--- config.mk ---
export PLATFORM = sky130hd
export DESIGN_NAME = env_adsr
export DESIGN_NICKNAME = d
export VERILOG_FILES = /design/src/rtl/env_adsr.sv
export SDC_FILE = /design/constraint.sdc
export NUM_CORES = 1
export LEC_CHECK = 0
export CAP_MARGIN = 20
export CORE_MARGIN = 3
export CORE_UTILIZATION = 44
export CTS_BUF_LIST = sky130_fd_sc_hd__clkbuf_8
export DETAILED_ROUTE_END_ITERATION = 12
export DONT_BUFFER_PORTS = 1
export GPL_ROUTABILITY_DRIVEN = 1
export PLACE_DENSITY = 0.67
export SLEW_MARGIN = 20
export SYNTH_ARGS = -nofsm -noshare
export SYNTH_HDL_FRONTEND = slang
export SYNTH_SLANG_ARGS = --single-unit
--- constraint.sdc ---
create_clock -name clk -period 2.8 [get_ports clk]
set_clock_uncertainty 0.2 [all_clocks]
set_input_delay 0.28 -clock clk [delete_from_list [all_inputs] [get_ports clk]]
set_output_delay 0.28 -clock clk [all_outputs]
set_load 0.05 [all_outputs]
--- src/rtl/env_adsr.sv ---
// ADSR envelope generator: turns a gate level into a 10-bit amplitude word.
// The amplitude is stepped on a prescaled tick; state changes follow the gate every cycle.
module env_adsr #(
    parameter int CLKSPEED     = 48_000_000,
    parameter int TICK_HZ      = 48_000,
    parameter int ATTACK_STEP  = 1,
    parameter int DECAY_STEP   = 1,
    parameter int RELEASE_STEP = 1
) (
    input  logic       clk,
    input  logic       rst,
    input  logic       gate,
    input  logic [9:0] sustain_in,
    output logic [9:0] amp_out,
    output logic [2:0] state_out,
    output logic       active,
    output logic       tick_out
);

    localparam int TICK_DIV = CLKSPEED / TICK_HZ;
    localparam int CW       = $clog2(TICK_DIV);

    localparam logic [CW-1:0] CNT_MAX  = CW'(TICK_DIV - 1);
    localparam logic [10:0]   AMP_MAX  = 11'd1023;
    localparam logic [10:0]   A_STEP   = 11'(ATTACK_STEP);
    localparam logic [10:0]   D_STEP   = 11'(DECAY_STEP);
    localparam logic [10:0]   R_STEP   = 11'(RELEASE_STEP);
    localparam logic [9:0]    D_STEP10 = 10'(DECAY_STEP);
    localparam logic [9:0]    R_STEP10 = 10'(RELEASE_STEP);

    // Encoding is exported on state_out: IDLE=0 ATTACK=1 DECAY=2 SUSTAIN=3 RELEASE=4
    typedef enum logic [2:0] {
        S_IDLE    = 3'd0,
        S_ATTACK  = 3'd1,
        S_DECAY   = 3'd2,
        S_SUSTAIN = 3'd3,
        S_RELEASE = 3'd4
    } state_t;

    state_t        state_q, state_d;
    logic [9:0]    amp_q, amp_d;
    logic          active_q;
    logic          sync1_q, gate_s_q;
    logic [CW-1:0] cnt_q;
    logic          tick;

    logic [10:0]   amp_ext;
    logic [10:0]   atk_sum;
    logic [10:0]   decay_floor;

    assign tick        = (cnt_q == CNT_MAX);
    assign amp_ext     = {1'b0, amp_q};
    assign atk_sum     = amp_ext + A_STEP;
    assign decay_floor = {1'b0, sustain_in} + D_STEP;

    always_ff @(posedge clk or posedge rst) begin
        if (rst) begin
            sync1_q  <= 1'b0;
            gate_s_q <= 1'b0;
            cnt_q    <= '0;
            state_q  <= S_IDLE;
            amp_q    <= '0;
            active_q <= 1'b0;
        end else begin
            sync1_q  <= gate;
            gate_s_q <= sync1_q;
            cnt_q    <= tick ? '0 : cnt_q + CW'(1);
            state_q  <= state_d;
            amp_q    <= amp_d;
            active_q <= (state_d != S_IDLE);
        end
    end

    // Gate-driven transitions are tested first so they pre-empt any tick step.
    always_comb begin
        state_d = state_q;
        amp_d   = amp_q;
        case (state_q)
            S_IDLE: begin
                amp_d = '0;
                if (gate_s_q) state_d = S_ATTACK;
            end
            S_ATTACK: begin
                if (!gate_s_q) begin
                    state_d = S_RELEASE;
                end else if (tick) begin
                    if (atk_sum >= AMP_MAX) begin
                        amp_d   = 10'd1023;
                        state_d = S_DECAY;
                    end else begin
                        amp_d = atk_sum[9:0];
                    end
                end
            end
            S_DECAY: begin
                if (!gate_s_q) begin
                    state_d = S_RELEASE;
                end else if (tick) begin
                    if (amp_ext <= decay_floor) begin
                        amp_d   = sustain_in;
                        state_d = S_SUSTAIN;
                    end else begin
                        amp_d = amp_q - D_STEP10;
                    end
                end
            end
            S_SUSTAIN: begin
                if (!gate_s_q) state_d = S_RELEASE;
                else           amp_d   = sustain_in;
            end
            S_RELEASE: begin
                if (gate_s_q) begin
                    state_d = S_ATTACK;
                end else if (tick) begin
                    if (amp_ext <= R_STEP) begin
                        amp_d   = '0;
                        state_d = S_IDLE;
                    end else begin
                        amp_d = amp_q - R_STEP10;
                    end
                end
            end
            default: begin
                state_d = S_IDLE;
                amp_d   = '0;
            end
        endcase
    end

    assign amp_out   = amp_q;
    assign state_out = state_q;
    assign active    = active_q;
    assign tick_out  = tick;

endmodule
After elaboration in Yosys (flattened, before gate mapping)

Cells that the tools add are included.

Bits in registers: 26
Bits in latches: 0
Bits in writable memories: 0
ROM bits: 0
Memories kept: 0

$add $sub $neg: 4
$mul: 0
Div/mod/pow operators: 0
Magnitude comparators: 3
Equality and inequality tests: 12
Shift operators: 0
Mux-type cells: 24
Bitwise logic cells: 0
Reductions and logical operators: 3

Operators with widths:

| operator                | count |
|---|---|
| $mux W10                | 11 |
| $pmux W10 S4            | 1 |
| $mux W3                 | 11 |
| $add A10 B1 Y11 const B | 2 |
| $pmux W3 S5             | 1 |
| $ne A2 B2 Y1 const B    | 7 |
| $ge A11 B10 Y1 const B  | 1 |
| $le A10 B11 Y1          | 1 |
| $add A10 B1 Y10 const B | 1 |
| $eq A10 B10 Y1 const B  | 1 |
| $le A10 B1 Y1 const B   | 1 |
| $sub A10 B1 Y10 const B | 1 |
| $reduce_and A7 Y1       | 1 |
| $eq A3 B2 Y1 const B    | 2 |
| $eq A3 B1 Y1 const B    | 1 |
| $eq A3 B3 Y1 const B    | 1 |
| $logic_not A3 Y1        | 1 |
| $reduce_bool A3 Y1      | 1 |

Logic depth before layout (Yosys ltp)

Depth in word-level cells: 7
Mapped depth: 14
Mapped depth without buffers: 12

Worst setup path after synthesis

Ideal clock, no wire load.

Path kind: in2reg
Start point: input port sustain_in[0]
End point: register active_q (netlist: active)
Data arrival time: 2,531 ps
Required time: 2,469 ps
Setup slack: -62 ps
Cell stages on the path: 13
Cell sequence: ha_1 -> nand3_1 -> nor2_1 -> nand4_1 -> xor2_1 -> ha_1 -> nand4_1 -> o32ai_1 -> a31o_2 -> buf_4 -> nor2_2 -> o41ai_2 -> or3_1

Longest elaborated chain between the ends: 7

Ends and longest elaborated chain:

| what                   | RTL line | source |
|---|---|---|
| start: declaration     | 13       | `input logic [9:0] sustain_in,` |
| $add A10 B1 Y11        | 54       | `assign decay_floor = {1'b0, sustain_in} + D_STEP;` |
| $le A10 B11 Y1         | 99       | `if (amp_ext <= decay_floor) begin` |
| $mux W3                | 99       |  |
| $mux W3                | 98       | `end else if (tick) begin` |
| $mux W3                | 96       | `if (!gate_s_q) begin` |
| $pmux W3 S5            | 78       | `case (state_q)` |
| $reduce_bool A3 Y1     | 70       | `active_q <= (state_d != S_IDLE);` |
| end signal: assignment | 70       |  |
| end: declaration       | 42       | `logic active_q;` |

No other way between the ends.
A chain may end at the register's enable or synchronous reset.

Final worst setup path

Start point: register amp_q[1] (netlist: amp_out[1])
End point: register amp_q[0] (netlist: amp_out[0])

Longest elaborated chain between the ends: 6

Ends and longest elaborated chain:

| what                     | RTL line | source |
|---|---|---|
| start: declaration       | 41       | `logic [9:0] amp_q, amp_d;` |
| start signal: assignment | 69       | `amp_q <= amp_d;` |
| $add A10 B1 Y11          | 53       | `assign atk_sum = amp_ext + A_STEP;` |
| $ge A11 B10 Y1           | 87       | `if (atk_sum >= AMP_MAX) begin` |
| $mux W10                 | 87       |  |
| $mux W10                 | 86       | `end else if (tick) begin` |
| $mux W10                 | 84       | `if (!gate_s_q) begin` |
| $pmux W10 S4 *           | 78       |  |

Mark *: on every way between the ends. The rest lies on a longest branch, timed or not. The select of a mux whose other input is x is not followed.

==> metrics.txt <==
hold slack=10.69 ps; GPL Wtd Cong=~0.95; register bit count reported by yosys=26; synthesized cell area=around 2700 sq um; # fillers=~540; Util after Layout=0.5249; Worst-Margin Slew=about 630 ps; ANT cells=0; top post-synthesis cells by count=dfrtp_1 (26), nor2_1 (25), nand3_1 (24), nand2_1 (19); net count after synthesis=~340; clk sinks=26; CTS tree=done; dpl cells=387; total track usage=0.2263; nature of the critical path startpoint=flop; largest net degree at the start of global routing=27; die area=between 7000 and 8000 sq um; detailed placer's ending HPWL=approximately 5800 microns; Critical Path RT=approximately 2800 ps; DRT iter0 DRCs=approximately 290; clk_lat worst skew=280 ps; MaxCap Viol Count=0; number of buffers added for setup after CTS=0; drt pass-1 iters=5; FMAX=0.3749 GHz; CTS buffer count=3; most common cell in the synthesized netlist=dfrtp_1; global route overflow=0; synthesized instance count=a little over 300; Critical Path Fanout Max=8; Residual DRC=0; fraction of registers with async set/reset=1.000; fin cells=~400; mean routed wirelength per cell=19.44 microns; Vias=approximately 2.6k; Avg Cell Area, Syn=just under 9 sq um; pwr/cell area=309.6 nW/um^2; deepest clock path buffer count=2; Synth area leaders=dfrtp_1 (25%), ha_1 (7.5%), xor2_1 (4.6%); Slew HR=0.5737; Yosys cell types=between 70 and 80; area grow syn2layout=12.21%; Leakage Power=1.225 nW; Final Critical Period=~2700 ps; vias in the first global route=2451; Post-synth EDFFs=0; number of vias per cell=about 6.5; RSZ-0062 raised after global routing=false; die width=around 84 microns; Worst Hold Class=in2reg; CP Capture Type=flop; Layout Nets=between 300 and 400; prevailing post-synth register cell=dfrtp_1; sequential area share after synthesis=0.2451; Rows=27; Final Setup Violations=0; initial core utilization=0.4678; Vert. Die Dim=83.68 microns; Worst EP arrival=around 2700 ps; Final Max Tran Viols=0; CTS Root Buffer Type=clkbuf_8; Fin Setup TNS=0 ps; top-area cell type share of the netlist area=0.2451; H-tree Lvls=1; VDD IR max=roughly 240 uV; initial antenna violation count=0; # IOs=28; first-pass GRT wire length=12910 microns; final period utilization=0.9526; outcome=finished clean; final hold vios=0; WL final=~7700 microns; Buffers on Ports=0; antenna viol nets, final=0; Crit Path Class=reg2reg; Total Power=922.3 uW; core area=between 5000 and 6000 sq um; leading area contributor after synthesis=dfrtp_1; Worst-path clk slew=between 100 and 150 ps; layout cell share with drive strength beyond 1=0.2000; Synth Warn #=0
-- cell families after synthesis --
group / after synthesis / share of synthesized area
xor gates and xnor gates: 24 / 0.07917
AOI/OAI and AO/OA: 82 / 0.2469
buffers and inverters: 28 / 0.06221
and+or+nand+nor: 127 / 0.2762
muxes: 4 / 0.01508
DFF: 26 / 0.2451
adders and majority gates: 16 / 0.07540
-- sequential cells by signal (all words and copies together) (netlist names) --
signal	flops
amp_out	10
sync1_q	1
active	1
gate_s_q	1
cnt_q	10
state_out	3
-- final timing paths --
kind	end	slack [ps]	from	cells past startpoint
worst max-delay path	amp_out[0]$_DFFE_PP0P_	130	amp_out[1]$_DFFE_PP0P_	7
min in group asynchronous	amp_out[4]$_DFFE_PP0P_	290	rst	3
worst max register to register	amp_out[0]$_DFFE_PP0P_	130	amp_out[1]$_DFFE_PP0P_	7
max in group asynchronous	state_out[0]$_DFF_PP0_	1830	rst	3
worst min register to register	gate_s_q$_DFF_PP0_	160	sync1_q$_DFF_PP0_	0
worst min-delay path	amp_out[3]$_DFFE_PP0P_	10	sustain_in[3]	2
-- area by class of cell --
| type | instances | area, sq um | share of cell area |
|---|---|---|---|
| clock buffers | 3 | 41.29 | 0.01386 |
| clock inverters | 1 | 30.03 | 0.01008 |
| inverters | 10 | 37.54 | 0.01260 |
| multi-input cells | 253 | 1862 | 0.6249 |
| flip-flops and latches | 26 | 650.6 | 0.2184 |
| well taps | 72 | 90.09 | 0.03024 |
| repair buffers | 32 | 267.8 | 0.08988 |
-- cell usage in the layout, fill, tap and decap left out, types with 5 or more instances in the layout --
| cell | netlist | layout |
|---|---|---|
| o211ai_1 | 10 | 10 |
| nor2_1 | 25 | 24 |
| and3_1 | 5 | 5 |
| o21ai_0 | 5 | 5 |
| xnor2_1 | 10 | 10 |
| nand2_1 | 19 | 19 |
| dlygate4sd3_1 | 0 | 6 |
| xor2_1 | 14 | 14 |
| nand4_1 | 8 | 8 |
| dfrtp_1 | 26 | 26 |
| buf_4 | 6 | 25 |
| a21oi_1 | 16 | 16 |
| nand3_1 | 24 | 23 |
| ha_1 | 16 | 15 |
| nor3_1 | 9 | 9 |
| inv_1 | 8 | 8 |
-- worst max-delay path, stage by stage (launching register included) --
cell	delay (ps)
dfrtp_1	570
ha_1	350
nand3_1	280
nor3_1	370
o2111ai_1	170
a22oi_2	280
nand3_2	210
o211ai_1	160
-- power by group --
part / internal (mW) / switching [mW]
clock: 0.192 / 0.140
sequential: 0.385 / 0.0391
combinational: 0.0634 / 0.103
total: 0.640 / 0.282
-- stage by stage --
step	cell area [sq um]	setup WS [ps]
final	2979	132.8
after floorplan	2674	7.216
after CTS	2972	179.6
after global routing	2979	13.80
after detailed placement	2840	-107.3
after global placement	2840	-34.70
-- timing repair --
action	in CTS	in global routing
hold buffers	6	0
endpoints found under the setup margin	0	1
resized for setup	0	2
endpoints found under the hold margin	31	0
-- layer usage --
| metal | routed length, microns | global-route usage | part of all wire |
|---|---|---|---|
| met4 | 191 | 0.07456 | 0.025 |
| met2 | 3481 | 0.3536 | 0.45 |
| met3 | 729 | 0.04837 | 0.094 |
| met1 | 3314 | 0.3095 | 0.43 |
| met5 | 0 | 0 | 0 |
Note: power is estimated with default switching activity, not from simulation.
